## config.mk

```make
export PLATFORM = sky130hd
export DESIGN_NAME = dmem_access_ctrl
export DESIGN_NICKNAME = d
export VERILOG_FILES = /design/src/rtl/dmem_access_ctrl.sv
export SDC_FILE = /design/constraint.sdc
export NUM_CORES = 1
export LEC_CHECK = 0
export ABC_AREA = 1
export CAP_MARGIN = 5
export CORE_ASPECT_RATIO = 0.6
export CORE_UTILIZATION = 42
export DETAILED_ROUTE_END_ITERATION = 10
export HOLD_SLACK_MARGIN = 0.05
export PLACE_DENSITY_LB_ADDON = 0.15
export SETUP_SLACK_MARGIN = 0.2
export SLEW_MARGIN = 20
export SYNTH_ARGS = -nofsm -noshare
export SYNTH_HDL_FRONTEND = slang
export SYNTH_SLANG_ARGS = --single-unit
```

## constraint.sdc

```tcl
create_clock -name clk -period 3.95 [get_ports clk]
set_input_delay 0.79 -clock clk [delete_from_list [all_inputs] [get_ports clk]]
set_output_delay 0.79 -clock clk [all_outputs]
set_load 0.005 [all_outputs]
```

## src/rtl/dmem_access_ctrl.sv

```systemverilog
// MEM-stage data-memory controller: load/store request -> req/ack bus transaction, load extension, dmem_stall.
// Latency: 2 stall cycles + 1 DONE cycle minimum; DONE result is held while imem_stall is high.
module dmem_access_ctrl #(
    parameter int unsigned TIMEOUT = 16
) (
    input  logic        clk,
    input  logic        rst,
    input  logic        mem_rd,
    input  logic        mem_wr,
    input  logic [2:0]  funct3,
    input  logic [31:0] addr,
    input  logic [31:0] wdata,
    input  logic        imem_stall,
    output logic [31:0] rdata,
    output logic        dmem_stall,
    output logic        dmem_err,
    output logic        bus_req,
    output logic        bus_we,
    output logic [31:0] bus_addr,
    output logic [31:0] bus_wdata,
    output logic [3:0]  bus_be,
    input  logic [31:0] bus_rdata,
    input  logic        bus_ack
);

    typedef enum logic [1:0] {
        ST_IDLE = 2'd0,
        ST_REQ  = 2'd1,
        ST_DONE = 2'd2
    } state_t;

    typedef enum logic [1:0] {
        SZ_BYTE = 2'd0,
        SZ_HALF = 2'd1,
        SZ_WORD = 2'd2
    } acc_size_t;

    localparam logic [7:0] CNT_LAST = 8'(TIMEOUT - 1);

    state_t      state_q, state_d;
    logic [7:0]  cnt_q, cnt_d;
    acc_size_t   size_q, size_d;
    logic        uns_q, uns_d;
    logic [1:0]  off_q, off_d;
    logic        err_q, err_d;
    logic [31:0] rdata_q, rdata_d;
    logic        bus_req_q, bus_req_d;
    logic        bus_we_q, bus_we_d;
    logic [31:0] bus_addr_q, bus_addr_d;
    logic [31:0] bus_wdata_q, bus_wdata_d;
    logic [3:0]  bus_be_q, bus_be_d;

    logic        req;
    acc_size_t   req_size;
    logic        misaligned;
    logic [3:0]  lane_be;
    logic [31:0] lane_wdata;
    logic [7:0]  byte_sel;
    logic [15:0] half_sel;
    logic [31:0] ld_ext;

    // Encodings 100/101 only exist for loads; as stores they fall back to word.
    always_comb begin
        req      = mem_rd | mem_wr;
        req_size = SZ_WORD;
        case (funct3)
            3'b000:  req_size = SZ_BYTE;
            3'b001:  req_size = SZ_HALF;
            3'b100:  req_size = mem_wr ? SZ_WORD : SZ_BYTE;
            3'b101:  req_size = mem_wr ? SZ_WORD : SZ_HALF;
            default: req_size = SZ_WORD;
        endcase

        misaligned = 1'b0;
        case (req_size)
            SZ_HALF: misaligned = addr[0];
            SZ_WORD: misaligned = (addr[1:0] != 2'b00);
            default: misaligned = 1'b0;
        endcase
    end

    always_comb begin
        lane_be    = 4'hF;
        lane_wdata = wdata;
        if (mem_wr) begin
            case (req_size)
                SZ_BYTE: begin
                    lane_be    = 4'b0001 << addr[1:0];
                    lane_wdata = {4{wdata[7:0]}};
                end
                SZ_HALF: begin
                    lane_be    = addr[1] ? 4'b1100 : 4'b0011;
                    lane_wdata = {2{wdata[15:0]}};
                end
                default: begin
                    lane_be    = 4'hF;
                    lane_wdata = wdata;
                end
            endcase
        end
    end

    // Load extension uses the lane/size latched at launch, not the live pipeline inputs.
    always_comb begin
        byte_sel = bus_rdata[{off_q, 3'b000} +: 8];
        half_sel = off_q[1] ? bus_rdata[31:16] : bus_rdata[15:0];
        case (size_q)
            SZ_BYTE: ld_ext = {{24{~uns_q & byte_sel[7]}}, byte_sel};
            SZ_HALF: ld_ext = {{16{~uns_q & half_sel[15]}}, half_sel};
            default: ld_ext = bus_rdata;
        endcase
    end

    always_comb begin
        state_d     = state_q;
        cnt_d       = cnt_q;
        size_d      = size_q;
        uns_d       = uns_q;
        off_d       = off_q;
        err_d       = err_q;
        rdata_d     = rdata_q;
        bus_req_d   = bus_req_q;
        bus_we_d    = bus_we_q;
        bus_addr_d  = bus_addr_q;
        bus_wdata_d = bus_wdata_q;
        bus_be_d    = bus_be_q;

        case (state_q)
            ST_IDLE: begin
                if (req) begin
                    if (misaligned) begin
                        err_d   = 1'b1;
                        rdata_d = '0;
                        state_d = ST_DONE;
                    end else begin
                        bus_req_d   = 1'b1;
                        bus_we_d    = mem_wr;
                        bus_addr_d  = {addr[31:2], 2'b00};
                        bus_wdata_d = lane_wdata;
                        bus_be_d    = lane_be;
                        cnt_d       = '0;
                        size_d      = req_size;
                        uns_d       = funct3[2];
                        off_d       = addr[1:0];
                        state_d     = ST_REQ;
                    end
                end
            end
            ST_REQ: begin
                // Ack is checked first so a last-cycle ack beats the timeout.
                if (bus_ack) begin
                    rdata_d   = bus_we_q ? 32'h0 : ld_ext;
                    err_d     = 1'b0;
                    bus_req_d = 1'b0;
                    state_d   = ST_DONE;
                end else if (cnt_q == CNT_LAST) begin
                    rdata_d   = '0;
                    err_d     = 1'b1;
                    bus_req_d = 1'b0;
                    state_d   = ST_DONE;
                end else begin
                    cnt_d = cnt_q + 8'd1;
                end
            end
            ST_DONE: begin
                if (!imem_stall) begin
                    err_d   = 1'b0;
                    state_d = ST_IDLE;
                end
            end
            default: state_d = ST_IDLE;
        endcase
    end

    always_comb begin
        case (state_q)
            ST_IDLE: dmem_stall = req;
            ST_REQ:  dmem_stall = 1'b1;
            default: dmem_stall = 1'b0;
        endcase
    end

    always_ff @(posedge clk or negedge rst) begin
        if (!rst) begin
            state_q     <= ST_IDLE;
            cnt_q       <= '0;
            size_q      <= SZ_BYTE;
            uns_q       <= 1'b0;
            off_q       <= '0;
            err_q       <= 1'b0;
            rdata_q     <= '0;
            bus_req_q   <= 1'b0;
            bus_we_q    <= 1'b0;
            bus_addr_q  <= '0;
            bus_wdata_q <= '0;
            bus_be_q    <= '0;
        end else begin
            state_q     <= state_d;
            cnt_q       <= cnt_d;
            size_q      <= size_d;
            uns_q       <= uns_d;
            off_q       <= off_d;
            err_q       <= err_d;
            rdata_q     <= rdata_d;
            bus_req_q   <= bus_req_d;
            bus_we_q    <= bus_we_d;
            bus_addr_q  <= bus_addr_d;
            bus_wdata_q <= bus_wdata_d;
            bus_be_q    <= bus_be_d;
        end
    end

    assign rdata     = rdata_q;
    assign dmem_err  = err_q;
    assign bus_req   = bus_req_q;
    assign bus_we    = bus_we_q;
    assign bus_addr  = bus_addr_q;
    assign bus_wdata = bus_wdata_q;
    assign bus_be    = bus_be_q;

endmodule
```

==> results of run 1 <==
==> final timing paths <==
check | endpoint | slack (ns)
worst max-delay path | dmem_stall | 0.65
worst min-delay path | bus_wdata[31] | 0.38
worst max register to register | rdata[20] | 1.71
worst min register to register | bus_addr[30] | 0.47
max in group asynchronous | rdata[21] | 2.76
min in group clk | bus_addr[30] | 0.47
==> sequential cells by signal, summed over array words and instances (netlist names), 2 cells and up <==
| register | cells |
|---|---|
| bus_addr | 30 |
| bus_be | 4 |
| bus_wdata | 32 |
| cnt_q | 8 |
| off_q | 2 |
| rdata | 32 |
| size_q | 2 |
| state_q | 2 |
==> where the power goes <==
part           switching (mW)  leakage, nW  internal, mW  total (mW)
clock network           0.581        0.297          1.01        1.60
registers               0.394         1.48          1.73        2.12
logic                    1.40         2.53          1.40        2.80
==> synthesized netlist by cell type, drive strengths merged <==
cell,instances
nand2,371
clkinv,1
nor2,58
xor2,3
clkbuf,10
or2,1
a21oi,12
mux2i,1
dfrtp,116
nor3b,2
ha,4
conb,1
inv,42
o21ai,41
nand3,69
buf,27
a22o,8
==> final cells by class <==
cell class | instances | area, um^2 | area share, %
Clock buffer | 18 | 439 | 5.14
Timing Repair Buffer | 215 | 2140 | 25.1
Sequential cell | 116 | 2900 | 34.0
Multi-Input combinational cell | 572 | 2500 | 29.3
Inverter | 43 | 166 | 1.95
Tap cell | 170 | 213 | 2.49
Clock inverter | 14 | 176 | 2.07
==> layer usage <==
layer | share of wire, % | track usage (%)
met5 | 0 | 0
met4 | 0.94 | 6.75
met3 | 10 | 9.87
met2 | 42 | 35.1
met1 | 47 | 36.8
==> kinds of logic (layout without fill, tap and decap cells) <==
group	after synthesis	in the layout
XOR/XNOR	3	3
multiplexers	1	1
AO/OA/AOI/OAI	61	61
other	1	2
flip-flops	116	116
AND/OR/NAND/NOR	501	501
adder cells (fa/ha/maj)	4	4
buffers and inverters	80	290
==> flow_summary.toml, run 1 <==
[grt]
grt_pass1_vias = 5420
overflow = 0
grt_first_pass_wirelength_mm = 27.9
grt_max_degree = 66
antenna_found_initial = 0
track_usage_pct = 25.5

[die]
die_h_um = 92.9
core_um2 = 13100
dieArea_um2 = 14300
die_x_um = 154
initial_utilization_pct = 44.1
rows = 32
ioPinCount = 209

[cells_and_area]
area_growth_pct = 47.5
post-route-util_pct = 65.0
antennaDiodeCount = 0
fin_nets = 1074
final_common_cell = "nand2_1"
drive_above_1_share_pct = 6.65
nFillCells = 1148
post-route-cell-area_um2 = 8540
final_cell_mix = "nand2_1, clkdlybuf4s50_1, dfrtp_1"
final_cells = 1148

[synth]
avgSynthCellArea_um2 = 7.55
synth_xor_area_share_pct = 0.454
synth-seq-cells = 116
synth_top_area_cell = "dfrtp_1"
synth_area_leaders = "dfrtp_1, nand2_1, nand3_1"
ys_warn_count = 0
synth_seq_area_share_pct = 50.1
synth-simple-area-share_pct = 35.8
yosysTopAreaCellShare_pct = 50.1
synth.distinct_cells = 28
synth-compound-area-share_pct = 5.79
synth_top_family_by_area = "simple AND/OR/NAND/NOR gates"
syn_inst = 767
synth_adder_area_share_pct = 0.864
netlist_area_um2 = 5790
synth.mux.area_fraction_pct = 0.173

[cts]
root_buffer = "clkbuf_16"
cts_tree = "done"
post_cts_buffers = 0
cts_buffer_depth = 2
cts_resized = 0
numCtsBuffers = 17
clk_latency_ns = 0.42
clk_pin_slew_ns = 0.06
htreeDepth = 4
cts_sinks = 116
cts_hold_buf = 0

[critical_path]
r2r_cells = 9
cp_top_family = "buffers and inverters"
worstReg2RegStart = "size_q[1]"
critPathKind = "primary input to primary output"
slowest_stage = "clkdlybuf4s50_1"
crit_required_ns = 3.16
crit_buf_inv = 3
path_max_fanout = 12
crit_chain = "clkdlybuf4s50_1, buf_4, nor2_2, o21ai_0, clkdlybuf4s50_1"
critPathLaunchType = "primary input"
endpoint_kind = "primary output"
crit_path_max_incr_delay_ns = 0.57
crit_top_cell = "clkdlybuf4s50_1"
worstPathArrival_ns = 2.51
worstSetupStartpoint = "mem_wr"
crit_cells = 5

[sta]
setup_ws_ns = 0.651
fin_skew_ns = 0.0169
rsz0062_at_grt = "no"
period_needed_ns = 3.30
finalHoldViolCount = 0
relSlewSlack_pct = 47.9
whs_ns = 0.383
finalSetupViolations = 0
tightest_slew_ns = 0.782
slew_violations = 0
fmaxAchievable_ghz = 0.303
setup_tns_ns = 0
fin_crit_sh_pct = 83.5

[drt]
drtAntennaViolNets = 0
via_per_inst = 4.87
drt_pre_antenna_iters = 5
routedWlPerCell_um = 15.2
drc_errors = 0
via_count = 5586
routed_wirelength_mm = 17.4
drt-initial-drc-count = 268

[place]
dp_hpwl_mm = 12.6
gp_congestion = 0.881
dp_slack_ns = 0.421
portBuffers = 206
placed_cells = 1116
placed_cell_area_um2 = 7920

[power_and_ir_drop]
p_leak_nw = 4.31
power_mw = 6.52
power_density_nw_per_um2 = 763
peakVddDrop_mv = 0.322

[hold_path]
hp-class = "primary input to asynchronous set/reset pin"

[run_status]
status = "finished clean"

[job]
maxCapViolCount = 0
Note: power is estimated with default switching activity, not from simulation.
==> run 2: changes to the inputs <==
==> constraint.sdc (replaced) <==
create_clock -name clk -period 3.35 [get_ports clk]
set_input_delay 0.67 -clock clk [delete_from_list [all_inputs] [get_ports clk]]
set_output_delay 0.67 -clock clk [all_outputs]
set_load 0.005 [all_outputs]
==> run 2 against run 1 <==
Net effect:
- die area stayed put
- combinational power is 20% higher
- clock-buffer cell count rose by 2
- non-clock buffer count is 2 higher
- final area is 0.13% lower
- sequential power grew 17%
- worst hold slack got worse by 0.18 ns
- sequential share of layout area about the same
- clock skew shrank 0.0064 ns
- critical path depth unchanged
- via count increased by 0.18%
==> flow_summary.toml, run 2 (synthesis gave the netlist of run 1 again) <==
[run_status]
status = "finished clean"

[cells_and_area]
antennaDiodeCount = 0
fin_nets = 1076
post-route-cell-area_um2 = 8530
final_cell_mix = "nand2_1, clkdlybuf4s50_1, dfrtp_1"
area_growth_pct = 47.3
drive_above_1_share_pct = 6.73
final_common_cell = "nand2_1"
final_cells = 1150

[drt]
via_count = 5596
via_per_inst = 4.87
drtAntennaViolNets = 0
drc_errors = 0
routedWlPerCell_um = 15.1
routed_wirelength_mm = 17.3
drt-initial-drc-count = 384
drt_pre_antenna_iters = 5

[power_and_ir_drop]
clkPwrFrac_pct = 22.7
p_switching_mw = 2.78
power_density_nw_per_um2 = 886
peakVddDrop_mv = 0.400
p_leak_nw = 4.29
intPower_mw = 4.77
p_sw_share_pct = 36.8
pwr-share-comb_pct = 44.3
seqPwrFrac_pct = 33.0

[critical_path]
path_max_fanout = 12
worstPathArrival_ns = 2.30
critPathLaunchType = "primary input"
endpoint_kind = "primary output"
critPathKind = "primary input to primary output"
r2r_slack_ns = 1.10
r2r_cells = 9
crit_required_ns = 2.68
r2r_end = "rdata[19]"
worstReg2RegStart = "size_q[1]"

[cts]
cts_tree = "done"
numCtsBuffers = 17
root_buffer = "clkbuf_16"
post_cts_buffers = 0
cts_resized = 0
clk_latency_ns = 0.41
cts_hold_buf = 0
cts_buffer_depth = 2
clk_pin_slew_ns = 0.06
cts_sinks = 116
htreeDepth = 4

[sta]
relSlewSlack_pct = 47.4
setup_tns_ns = 0
fin_skew_ns = 0.0105
finalSetupViolations = 0
setup_ws_ns = 0.379
fin_crit_sh_pct = 88.7
finalHoldViolCount = 0
fmaxAchievable_ghz = 0.337
slew_violations = 0
tightest_slew_ns = 0.788
period_needed_ns = 2.97
rsz0062_at_grt = "no"

[grt]
grt_most_used_layer = "met1"
met2_usage_pct = 35.0
grt_first_pass_wirelength_mm = 28.1
met3_usage_pct = 9.45
grt_pass1_vias = 5322
grtUsageMet1_pct = 38.1
overflow = 0
antenna_found_initial = 0
track_usage_pct = 25.8
grt_max_degree = 74

[die]
initial_utilization_pct = 44.1
core_um2 = 13100
ioPinCount = 209
die_h_um = 92.9
rows = 32
dieArea_um2 = 14300
die_x_um = 154

[place]
dp_slack_ns = 0.322
dp_hpwl_mm = 12.6
portBuffers = 206
placed_cell_area_um2 = 7960
placed_cells = 1118
gp_congestion = 0.830

[hold_path]
hp-class = "primary input to asynchronous set/reset pin"

[job]
maxCapViolCount = 0
==> run 2: cell types whose count changed in the layout (fill, tap and decap cells not counted) <==
| cell | before | now |
|---|---|---|
| buf_12 | 1 | 3 |
| bufinv_16 | 3 | 1 |
| clkbuf_1 | 0 | 1 |
| clkbuf_8 | 1 | 2 |
| clkinv_2 | 2 | 3 |
| clkinv_4 | 6 | 3 |
| clkinvlp_4 | 2 | 6 |
| inv_6 | 2 | 0 |
==> run 2: power by group through the flow <==
stage | registers (mW) | logic (mW) | clock network (mW)
after floorplan | 2.43 | 1.67 | 0
after global placement | 2.49 | 3.34 | 0
after detailed placement | 2.48 | 3.36 | 0
after CTS | 2.49 | 3.37 | 1.74
after global routing | 2.57 | 3.73 | 1.81
final | 2.49 | 3.35 | 1.72
==> run 2: final cells by class <==
type	instances	area, um^2
Multi-Input combinational cell	572	2500
Timing Repair Buffer	217	2180
Clock buffer	20	457
Fill cell	1157	4600
Inverter	43	166
Sequential cell	116	2900
Clock inverter	12	108
Tap cell	170	213
==> run 2: per-layer routing <==
layer / share of wire, % / up-vias
met5: 0 / -
met4: 0.85 / 0
met3: 11 / 13
met2: 41 / 238
met1: 48 / 2547
li1: - / 2798
==> run 2: critical path, stage by stage <==
cell and delay [ns]:
clkdlybuf4s50_1 0.50, buf_4 0.21, nor2_2 0.11, o21ai_0 0.25, clkdlybuf4s50_1 0.55
==> run 2: through the flow <==
stage | util, % | hold WS, ns | power (mW)
after floorplan | - | 0.374 | 4.09
after global placement | 60.6 | 0.452 | 5.83
after detailed placement | 60.6 | 0.459 | 5.84
after CTS | 64.9 | 0.202 | 7.60
after global routing | 64.9 | 0.220 | 8.12
final | 64.9 | 0.202 | 7.56
==> run 2: worst max-delay path by stage <==
stage / start / end / slack (ns) / depth (start not counted)
floorplan: mem_wr / bus_be[0] / 1.13 / 13
global placement: mem_wr / dmem_stall / 0.38 / 5
detailed placement: mem_wr / bus_wdata[29] / 0.32 / 12
CTS: mem_wr / dmem_stall / 0.41 / 5
global route: mem_wr / dmem_stall / 0.35 / 5
finish: mem_wr / dmem_stall / 0.38 / 5
==> patch, RTL diff (settings of run 2) <==
Register the output `dmem_err` once more, without a reset; this adds one clock of latency there. The other outputs are not delayed to match.
--- a/src/rtl/dmem_access_ctrl.sv
+++ b/src/rtl/dmem_access_ctrl.sv
@@ -212,5 +212,7 @@
 
     assign rdata     = rdata_q;
-    assign dmem_err  = err_q;
+    always_ff @(posedge clk) begin
+        dmem_err <= err_q;
+    end
     assign bus_req   = bus_req_q;
     assign bus_we    = bus_we_q;
Behaviour: not the same (Yosys sat finds a counterexample within 4 cycles, from zero or initial values and one cycle with rst low).
==> patch against run 2 <==
  * Clock power rose by 5%
  * Wire length rose by 0.55%
  * Sequential cell count rose by 1
  * Clock skew rose by 0.0024 ns
  * Critical path type unchanged
  * Synthesized area rose by 0.35%
  * Design area rose by 0.51%
  * Worst setup slack improved by 0.16 ns
  * Worst hold slack improved by 0.043 ns
  * Total power rose by 1.7%
  * Sequential share of layout area rose by 0.060 points
==> patch: results <==
min_path:
  hold_class: "in -> async"
route:
  postRouteWirelength_um: 17440
  vias: 5640
  drt_iter0_markers: 420
  dr.pass1.iters: 5
place:
  portBuffers: 206
  pre_cts_ws_ns: 0.2858
  place_hpwl_um: 12630
  place.gp.congestion: 0.9064
synth:
  synth-seq-area-share_pct: 50.31
  yosysWarnings: 0
  synthTopCellsByCount: "363 x nand2_1, 116 x dfrtp_1, 68 x nand3_1"
  synth_area_leaders: "dfrtp_1 50%, nand2_1 23%, nand3_1 5.9%, o21ai_0 3.4%, nor2_1 3.2%"
  synthArstFlopShare_pct: 99.15
  ys_types: 29
  syn_inst: 768
global_route:
  gr-usage-met2_pct: 34.55
  grtUsageMet3_pct: 9.870
  use_met1_pct: 38.13
  grt_util_all_layers_pct: 25.74
  grt_max_degree: 63
  antenna_found_initial: 0
  grt_pass1_vias: 5384
  grt_pass1_wl_um: 28390
clocking:
  htreeDepth: 4
  numCtsBuffers: 17
  postCtsSetupBuffers: 0
  cts-resized-gates: 0
  path_clk_slew_ns: 0.06
  clockRootBuffer: "clkbuf_16"
  clk_latency_ns: 0.41
  cts_buffer_depth: 2
sta:
  drv_slew: 0
  postLayoutSetupSlackWorst_ns: 0.5399
  fin_skew_ns: 0.01289
  worst_pin_slew_ns: 0.7432
worst_setup_path:
  critPathSlowestCell: "clkdlybuf4s50_1"
  timing.rr.end: "rdata[31]"
  startpoint: "mem_wr"
  r2r_start: "size_q[1]"
  r2r_slack_ns: 1.11
  path_max_fanout: 3
  cp-end-kind: "primary output"
  r2r_cells: 9
  cp_slowest_stage_delay_ns: 0.56
  cp-endpoint: "dmem_stall"
finish:
  drive_gt1_share_pct: 6.735
  fin_cells: 1150
  fillers: 1140
  fin_nets: 1077
  n_antenna_cell: 0
power_and_ir_drop:
  peakVddDrop_v: 0.0004029
  power.leakage_nw: 4.316
outcome:
  status: "completed"
-- patch: stage by stage --
step           utilization (%)  instance area, um2
2_1_floorplan                -                5813
3_3_place_gp             60.61                7984
3_5_place_dp             60.61                7984
4_1_cts                  65.07                8572
5_1_grt                  65.07                8572
6_report                 65.07                8572
-- patch: worst min-delay path by stage --
stage | start | end | slack, ns | cells past startpoint
3_3_place_gp | err_q | dmem_err | 0.36 | 0
4_1_cts | rst | bus_wdata[26] | 0.25 | 1
5_1_grt | rst | bus_wdata[27] | 0.28 | 1
6_report | rst | bus_wdata[26] | 0.25 | 1
3_5_place_dp | err_q | dmem_err | 0.37 | 0
2_1_floorplan | err_q | dmem_err | 0.35 | 0
-- patch: worst max-delay path: cells and delay by family --
kind,cells,cell delay [ns]
AO/OA/AOI/OAI,1,0.27
AND/OR/NAND/NOR,1,0.11
buffers and inverters,2,1.09
-- patch: logic make-up after synthesis --
logic type	share of synthesized area, %
compound gates	5.772
xor+xnor	0.4524
fa+ha+maj	0.8615
buf+inv	6.677
flops	50.31
mux	0.1723
other cells	0.06455
simple gates	35.69
-- patch: area by class of cell --
| cell class | instances | area [um2] | share of cell area, % |
|---|---|---|---|
| multi-input combinational | 572 | 2502 | 29.19 |
| clock inverter | 13 | 148.9 | 1.737 |
| inverter | 43 | 166.4 | 1.941 |
| clock buffer | 18 | 439.2 | 5.123 |
| sequential | 117 | 2923 | 34.10 |
| timing repair buffer | 217 | 2180 | 25.43 |
| tap | 170 | 212.7 | 2.481 |
-- patch: where the power goes --
part,internal (mW),switching (mW),leakage [nW]
clock,1.12,0.685,0.280
sequential,2.06,0.474,1.49
combinational,1.68,1.67,2.55
total,4.86,2.83,4.32
-- patch: routing by layer --
metal  share of wire (%)  routed length (um)  vias to the layer above
li1                    -                   -                     2798
met1                  49                8570                     2594
met2                  39                6856                      229
met3                  11                1845                       19
met4                0.94                 164                        0
met5                   0                   0                        -
